<file path="src/rtl/timeset_pkg.sv">
// Shared encodings for the front-panel time-setting controller.
// The FSM state code doubles as the edit_field output code.
package timeset_pkg;

    typedef enum logic [1:0] {
        ST_RUN       = 2'd0,
        ST_EDIT_HOUR = 2'd1,
        ST_EDIT_MIN  = 2'd2,
        ST_EDIT_SEC  = 2'd3
    } state_t;

    localparam logic [1:0] FIELD_NONE = 2'd0;
    localparam logic [1:0] FIELD_HOUR = 2'd1;
    localparam logic [1:0] FIELD_MIN  = 2'd2;
    localparam logic [1:0] FIELD_SEC  = 2'd3;

endpackage

</file>
<file path="src/rtl/btn_debounce.sv">
// Push-button conditioner: 2-flop synchronizer, stability counter and
// rising-edge detector producing a single-cycle press pulse.
module btn_debounce #(
    parameter int DEBOUNCE_CYCLES = 16
) (
    input  logic clk,
    input  logic rst,
    input  logic btn_raw,
    output logic level,
    output logic press
);

    localparam int CNT_W = $clog2(DEBOUNCE_CYCLES);

    logic             sync_p0;
    logic             sync_p1;
    logic [CNT_W-1:0] stable_cnt;
    logic             level_q;
    logic             level_d1;
    logic             press_q;

    always_ff @(posedge clk) begin
        if (rst) begin
            sync_p0    <= 1'b0;
            sync_p1    <= 1'b0;
            stable_cnt <= '0;
            level_q    <= 1'b0;
            level_d1   <= 1'b0;
            press_q    <= 1'b0;
        end else begin
            sync_p0  <= btn_raw;
            sync_p1  <= sync_p0;
            level_d1 <= level_q;
            press_q  <= level_q & ~level_d1;
            // Any sample matching the accepted level restarts the stability count.
            if (sync_p1 != level_q) begin
                if (stable_cnt == CNT_W'(DEBOUNCE_CYCLES - 1)) begin
                    level_q    <= sync_p1;
                    stable_cnt <= '0;
                end else begin
                    stable_cnt <= stable_cnt + CNT_W'(1);
                end
            end else begin
                stable_cnt <= '0;
            end
        end
    end

    assign level = level_q;
    assign press = press_q;

endmodule

</file>
<file path="src/rtl/time_set_ctrl.sv">
// Front-panel controller: MODE walks RUN->HOUR->MIN->SEC->RUN, UP increments
// the selected field with wrap and loads it into the matching counter.
module time_set_ctrl
    import timeset_pkg::*;
#(
    parameter int WIDTH           = 8,
    parameter int DEBOUNCE_CYCLES = 16,
    parameter int HOUR_MAX        = 23,
    parameter int MIN_MAX         = 59,
    parameter int SEC_MAX         = 59
) (
    input  logic             clk,
    input  logic             rst,
    input  logic             btn_mode,
    input  logic             btn_up,
    input  logic [WIDTH-1:0] cur_hour,
    input  logic [WIDTH-1:0] cur_min,
    input  logic [WIDTH-1:0] cur_sec,
    output logic [WIDTH-1:0] value_to_set,
    output logic             set_hour,
    output logic             set_min,
    output logic             set_sec,
    output logic             run_en,
    output logic [1:0]       edit_field
);

    function automatic logic [WIDTH-1:0] wrap_inc(input logic [WIDTH-1:0] v,
                                                  input logic [WIDTH-1:0] max);
        return (v == max) ? '0 : v + WIDTH'(1);
    endfunction

    function automatic logic [WIDTH-1:0] field_max(input state_t st);
        case (st)
            ST_EDIT_HOUR: return WIDTH'(HOUR_MAX);
            ST_EDIT_MIN:  return WIDTH'(MIN_MAX);
            default:      return WIDTH'(SEC_MAX);
        endcase
    endfunction

    logic mode_level, mode_press, up_level, up_press;
    logic mode_hit, up_hit;

    btn_debounce #(.DEBOUNCE_CYCLES(DEBOUNCE_CYCLES)) u_mode (
        .clk(clk), .rst(rst), .btn_raw(btn_mode), .level(mode_level), .press(mode_press)
    );

    btn_debounce #(.DEBOUNCE_CYCLES(DEBOUNCE_CYCLES)) u_up (
        .clk(clk), .rst(rst), .btn_raw(btn_up), .level(up_level), .press(up_press)
    );

    state_t           state_q, state_d;
    logic [WIDTH-1:0] working_q, working_d;
    logic [WIDTH-1:0] value_q, value_d;
    logic [1:0]       pend_field_p1, pend_field_d;
    logic             set_hour_p2, set_min_p2, set_sec_p2;

    // A press pulse is always accompanied by its accepted level; MODE has priority.
    assign mode_hit = mode_press & mode_level;
    assign up_hit   = up_press & up_level & ~mode_hit & (state_q != ST_RUN);

    always_comb begin
        state_d      = state_q;
        working_d    = working_q;
        value_d      = value_q;
        pend_field_d = FIELD_NONE;
        if (mode_hit) begin
            case (state_q)
                ST_RUN: begin
                    state_d   = ST_EDIT_HOUR;
                    working_d = cur_hour;
                end
                ST_EDIT_HOUR: begin
                    state_d   = ST_EDIT_MIN;
                    working_d = cur_min;
                end
                ST_EDIT_MIN: begin
                    state_d   = ST_EDIT_SEC;
                    working_d = cur_sec;
                end
                default: state_d = ST_RUN;
            endcase
        end else if (up_hit) begin
            working_d    = wrap_inc(working_q, field_max(state_q));
            value_d      = working_d;
            pend_field_d = state_q;
        end
    end

    // Stage p1: remember the field owning the load; stage p2: the load strobe.
    always_ff @(posedge clk) begin
        if (rst) begin
            state_q       <= ST_RUN;
            working_q     <= '0;
            value_q       <= '0;
            pend_field_p1 <= FIELD_NONE;
            set_hour_p2   <= 1'b0;
            set_min_p2    <= 1'b0;
            set_sec_p2    <= 1'b0;
        end else begin
            state_q       <= state_d;
            working_q     <= working_d;
            value_q       <= value_d;
            pend_field_p1 <= pend_field_d;
            set_hour_p2   <= (pend_field_p1 == FIELD_HOUR);
            set_min_p2    <= (pend_field_p1 == FIELD_MIN);
            set_sec_p2    <= (pend_field_p1 == FIELD_SEC);
        end
    end

    assign value_to_set = value_q;
    assign set_hour     = set_hour_p2;
    assign set_min      = set_min_p2;
    assign set_sec      = set_sec_p2;
    assign run_en       = (state_q == ST_RUN);
    assign edit_field   = state_q;

endmodule

</file>
<file path="config.mk">
export PLATFORM = sky130hd
export DESIGN_NAME = time_set_ctrl
export DESIGN_NICKNAME = d
export VERILOG_FILES = /design/src/rtl/timeset_pkg.sv /design/src/rtl/btn_debounce.sv /design/src/rtl/time_set_ctrl.sv
export SDC_FILE = /design/constraint.sdc
export NUM_CORES = 1
export LEC_CHECK = 0
export CORE_MARGIN = 4
export CORE_UTILIZATION = 60
export CTS_CLUSTER_DIAMETER = 80
export DETAILED_ROUTE_END_ITERATION = 8
export DONT_BUFFER_PORTS = 1
export GPL_TIMING_DRIVEN = 0
export PLACE_DENSITY = 0.84
export SETUP_SLACK_MARGIN = 0.05
export SYNTH_ARGS = -nofsm -noshare
export SYNTH_HDL_FRONTEND = slang
export SYNTH_HIERARCHICAL = 1
export SYNTH_SLANG_ARGS = --single-unit
</file>
<file path="constraint.sdc">
create_clock -name clk -period 1.9 [get_ports clk]
set_input_delay 0.38 -clock clk [delete_from_list [all_inputs] [get_ports clk]]
set_output_delay 0.38 -clock clk [all_outputs]
set_load 0.02 [all_outputs]
</file>
## Word-level counts from Yosys, hierarchy flattened

Index checks and enable logic that the tools add are counted.

- $add $sub $neg: 3
- Eq/ne operators: 11
- Muxes and demuxes: 8
- Bitwise logic cells: 12
- Reduce and logical (&&, ||, !) cells: 10

Operators with widths:

| cell | count |
|---|---|
| $mux W8 | 5 |
| $pmux W8 S3 | 1 |
| $reduce_or A3 Y1 | 3 |
| $add A4 B1 Y4 const B | 2 |
| $add A8 B1 Y8 const B | 1 |
| $eq A4 B4 Y1 const B | 2 |
| $eq A8 B8 Y1 | 1 |
| $reduce_and A2 Y1 | 4 |
| $and A1 B1 Y1 | 6 |
| $eq A2 B2 Y1 const B | 3 |
| $mux W6 | 1 |
| $not A1 Y1 | 6 |
| $pmux W2 S3 | 1 |
| $eq A2 B1 Y1 const B | 2 |
| $ne A4 B2 Y1 const B | 1 |
| $reduce_bool A2 Y1 | 2 |
| $logic_not A2 Y1 | 1 |
| $ne A1 B1 Y1 | 2 |

- Flip-flop bits (word level): 41
- Bits of input ports: 28
- Output and inout bits: 14
- Logic and storage cells: 63

## Depth between registers and ports, before layout

- Word-level depth: 10
- Gate-level depth with buffers: 8
- Gate-level depth less buffers: 6

## Cells and area by module

The synthesis kept the hierarchy.

Modules (own cells, without submodules):

| module | instances | cells each | area an instance (sq um) | sequential area each (sq um) |
|---|---|---|---|---|
| time_set_ctrl | 1 | 160 | 1367.6 | 460.4 |
| btn_debounce | 2 | 27 | 301.5 | 180.2 |

## Worst setup path after synthesis

No wires, ideal clock.

- Path type: register to register
- Start point: register state_q[0], in the netlist edit_field[0]
- End point: register working_q[1]
- Setup time: 132 ps
- Arrival: 1767 ps
- Required time: 1768 ps
- Path slack: 1 ps
- Cell stages (with the launch flop): 7
- Path buffers: 0
- Path through: dfxtp_1 -> inv_1 -> ha_1 -> nand3b_1 -> o21a_4 -> a311oi_1 -> nor3_1

RTL lines:

| item | line | source |
|---|---|---|
| start: declaration | time_set_ctrl.sv:51 | `state_t state_q, state_d;` |
| start signal: assignment | time_set_ctrl.sv:100 | `state_q <= state_d;` |
| $logic_not A2 Y1 (*) | -- |  |
| named net run_en | time_set_ctrl.sv:23 | `output logic run_en,` |
| $pmux W8 S3 / $ne A4 B2 Y1 (equally long branches) | -- |  |
| $mux W8 / $reduce_and A2 Y1 (equally long branches) | -- |  |
| end signal: assignment | time_set_ctrl.sv:101 | `working_q <= working_d;` |
| end: declaration | time_set_ctrl.sv:52 | `logic [WIDTH-1:0] working_q, working_d;` |

The timed path passes the listed nets; every way through them passes the cells marked *. The select of a mux whose other input is x is not followed.
A chain may end at the register's enable or synchronous reset.

## Worst setup path after layout

- Start point: register state_q[1], in the netlist edit_field[1]
- End point: register value_q[5], in the netlist value_to_set[5]

- Longest elaborated chain between the ends: 6

Ends and longest elaborated chain:

| item | line | source |
|---|---|---|
| $eq A2 B1 Y1 | time_set_ctrl.sv:33 | `case (st)` |
| $mux W6 | time_set_ctrl.sv:33 |  |
| $mux W8 | time_set_ctrl.sv:82 | `end else if (up_hit) begin` |
| $mux W8 | time_set_ctrl.sv:66 | `if (mode_hit) begin` |
| $eq A8 B8 Y1 | time_set_ctrl.sv:29 | `return (v == max) ? '0 : v + WIDTH'(1);` |
| $mux W8 | time_set_ctrl.sv:29 |  |
| end signal: assignment | time_set_ctrl.sv:102 | `value_q <= value_d;` |
| end: declaration | time_set_ctrl.sv:53 | `logic [WIDTH-1:0] value_q, value_d;` |

Several ways; a longest one is shown, not always the timed one. The select of a mux whose other input is x is not followed.

==> summary.md <==
| Metric | Value |
|---|---|
| Outcome | `finished, final reports clean` |
| Setup slack at placement | `-0.2021 ns` |
| Critical path, cell by cell | `inv_2, ha_2, buf_6, nand3b_1, a211o_4, buf_6, o211ai_1, a21oi_1` |
| Library cells used by synthesis | `45` |
| Die area | `between 4000 and 5000 um^2` |
| Beginning of the worst register-to-register path | `edit_field[1]` |
| Share of the clock period used by the worst path after layout | `0.9367` |
| Vias in the first global route | `1527` |
| Max stage delay on crit path | `0.40 ns` |
| Port bufs | `0` |
| Top layer reached by signal wires | `met4` |
| Standard cell with the maximum stage delay on the critical path | `dfxtp_4` |
| Met3 Routed Length | `~420 um` |
| DR WL met2 | `1994 um` |
| Library cell used as clock root buffer | `clkbuf_4` |
| Number of flops mapped to enable cells by yosys | `0` |
| Req. time, crit path | `2.13 ns` |
| Relative max-transition margin | `0.6675` |
| Overall routed net length | `4360 um` |
| Final Setup Violations | `0` |
| Worst Tran Pin Value | `0.4988 ns` |
| Count of antenna-violating nets left after detailed routing | `0` |
| Wire length of the first global-routing pass | `around 7000 um` |
| Top cell types by occurrence after synthesis | `41 x dfxtp_1, 22 x nor2_1, 15 x nand3_1, 14 x nand2_1, 12 x a21oi_1` |
| Hold-fix buffers at CTS | `0` |
| Final number of max-transition violations | `0` |
| Most Frequent Cell on Critical Path | `buf_6` |
| Yosys synthesis warning count | `6` |
| Total global routing track utilization | `0.2146` |
| Number of synthesized register bits | `41` |
| Min-delay src | `rst` |
| Maximum number of pins on one net before global-route repair | `19` |
| Overall Power | `about 1.5 mW` |
| TritonRoute pass-1 iters | `4` |
| Number of buffers on the longest clock path | `2` |
| DRC marker count from the first detailed-route iteration | `between 100 and 150` |
| H-tree depth reported by CTS | `2` |
| Count of inserted antenna diode cells | `0` |
| Fraction of final layout cells with drive strength greater than 1 | `0.1806` |
| Vias | `between 1.5k and 2k` |
| Startpoint type of the worst setup path | `register` |
| Static Leak | `0.7848 nW` |
| Worst Setup End Kind | `register` |
| Netlist area before placement | `1971 um^2` |
| Worst-path fanout max | `10` |
| CP arrival | `2.01 ns` |
| Highest clock rate | `561.9 MHz` |
| Sequential cell area fraction in the yosys report | `0.4165` |
| Minimum clock period after layout | `1.780 ns` |
| Die span in x | `65.31 um` |
| Least setup slack across all paths after layout | `roughly 0.12 ns` |
| Synth area leader | `dfxtp_1` |
| Avg Cell Area, Syn | `9.209 um^2` |
| Antenna violations before repair | `0` |
| Footprint of the flip-flops and latches | `828.3 um^2` |
| Area Overhead vs Synth | `11.94%` |
| Total number of placement rows | `20` |
| Height of the chip | `65.31 um` |
| Total Negative Setup Slacks | `0 ns` |
| Critical Setup Path Class | `reg -> reg` |
| Setup repair after global routing missed its margin | `no` |
| Area inside the core boundary | `3103 um^2` |
| Launch point of the critical path | `edit_field[1]` |
| Clock tree from TritonCTS | `built` |
| Insertion delay to the later sink of the worst-skew pair | `about 0.35 ns` |
| Number of vias per cell | `6.007` |
| Most used standard cell by instance count after synthesis | `dfxtp_1` |
| Placed Instances | `258` |
| M1 WL | `1878 um` |
| Worst min-delay path class | `in -> reg` |
| Final hold violation count | `0` |
| Syn_nets | `approximately 250` |
| Starting utilization of the core area | `0.6351` |
| Core Util, Final | `0.7109` |
| DR DRC count | `0` |
| Worst-case hold slack | `0.07975 ns` |
| Count of max-cap constraint violations | `0` |
| DP Wirelength | `3028 um` |
| Power per standard cell area | `693.0 nW/um^2` |
| Clock buffer count from CTS | `5` |
| Count of pins on the block boundary | `42` |
| Layout fillers | `259` |
| RePlAce Congestion | `0.9594` |
| Net count reported at finish | `260` |
| Average routed wire per standard cell | `approximately 16 um` |
| Most common flop cell mapped by yosys | `dfxtp_1` |
| Reg clk slew, reported paths | `0.12 ns` |
| Number of cells produced by synthesis | `214` |
| Design area | `around 2200 um^2` |
| Clock tree skew after final layout | `0.006180 ns` |
| Footprint of the multi-input gates | `1087 um^2` |
| FFs w/ async S/R, synth | `0` |
| Ranking of synthesized cells by area | `dfxtp_1 42%, nor2_1 4.2%, ha_1 3.8%, nand3_1 3.8%, xor2_1 3.1%` |
| Final std cells w/o fill | `between 200 and 300` |
| Instance area after placement | `just over 2000 um^2` |
| Max rail drop VDD | `0.0005521 V` |
| Portion of synthesized cell area occupied by the leading cell type | `0.4165` |
| Remaining global-route overflow | `0` |
| Clock sink total | `41` |
==> logic make-up after synthesis <==
group / count (synthesis) / share of synthesized area
xor+xnor: 8 / 0.03556
buf+inv: 17 / 0.05524
compound gates: 51 / 0.2038
mux: 3 / 0.01524
simple gates: 88 / 0.2356
flops: 41 / 0.4165
fa+ha+maj: 6 / 0.03809
==> worst paths after layout <==
check	cells after the start	slack, ns	endpoint
max	8	0.12	value_to_set[5]
min	1	0.08	u_mode/sync_p0
max reg2reg	8	0.12	value_to_set[5]
min reg2reg	1	0.38	u_mode/press
==> per-layer routing <==
metal	global-route usage	vias up
met2	0.3350	71
met5	0	-
met3	0.06496	7
li1	-	797
met1	0.2729	753
met4	0.09326	0
==> cell type report <==
cell class	count	share of cell area
clock inverter	1	0.01361
inverter	5	0.008508
clock buffer	7	0.02496
multi-input combinational	156	0.4929
tap	44	0.02496
buffer	12	0.04254
sequential	41	0.3755
timing repair buffer	5	0.01702
==> cells in the final DEF (no fill, tap or decap), types with 3 or more instances in the layout <==
cell type,instances
dfxtp_1,39
and3b_1,3
nor2b_1,6
inv_1,3
nand3_1,15
ha_1,4
nand3b_1,5
buf_4,5
a211oi_1,5
buf_2,3
a22oi_1,8
a21oi_1,12
clkbuf_4,5
nand2_1,14
nor3_1,6
clkbuf_1,4
nand4_1,3
xor2_1,7
mux2i_1,3
a311oi_1,3
nand2b_1,4
nor2_1,22
buf_6,6
o211ai_1,5
==> repair_timing <==
| action | 4_1_cts | 5_1_grt |
|---|---|---|
| pin swaps | 0 | 3 |
| setup buffers | 2 | 3 |
| resized for setup | 8 | 6 |
| endpoints found under the setup margin | 18 | 9 |
==> flip-flops by register name, indices dropped and copies added, names as in the netlist, 2 cells and up <==
register / flops
u_mode/stable_cnt: 4
working_q: 8
edit_field: 2
u_up/stable_cnt: 4
value_to_set: 8
pend_field_p1: 2
==> report_power, final <==
part	internal [mW]	switching, mW	leakage (nW)	total, mW
Clock	0.314	0.279	0.0455	0.593
Combinational	0.0274	0.0314	0.406	0.0588
Sequential	0.868	0.00880	0.333	0.877
Total	1.21	0.319	0.785	1.53
==> critical path, delay by kind of cell (launching register included) <==
kind / cells / cell delay (ns)
AO/OA/AOI/OAI: 3 / 0.62
adder cells (fa/ha/maj): 1 / 0.19
buffers and inverters: 3 / 0.37
flip-flops: 1 / 0.40
AND/OR/NAND/NOR: 1 / 0.09
(Power assumes the default switching activity.)
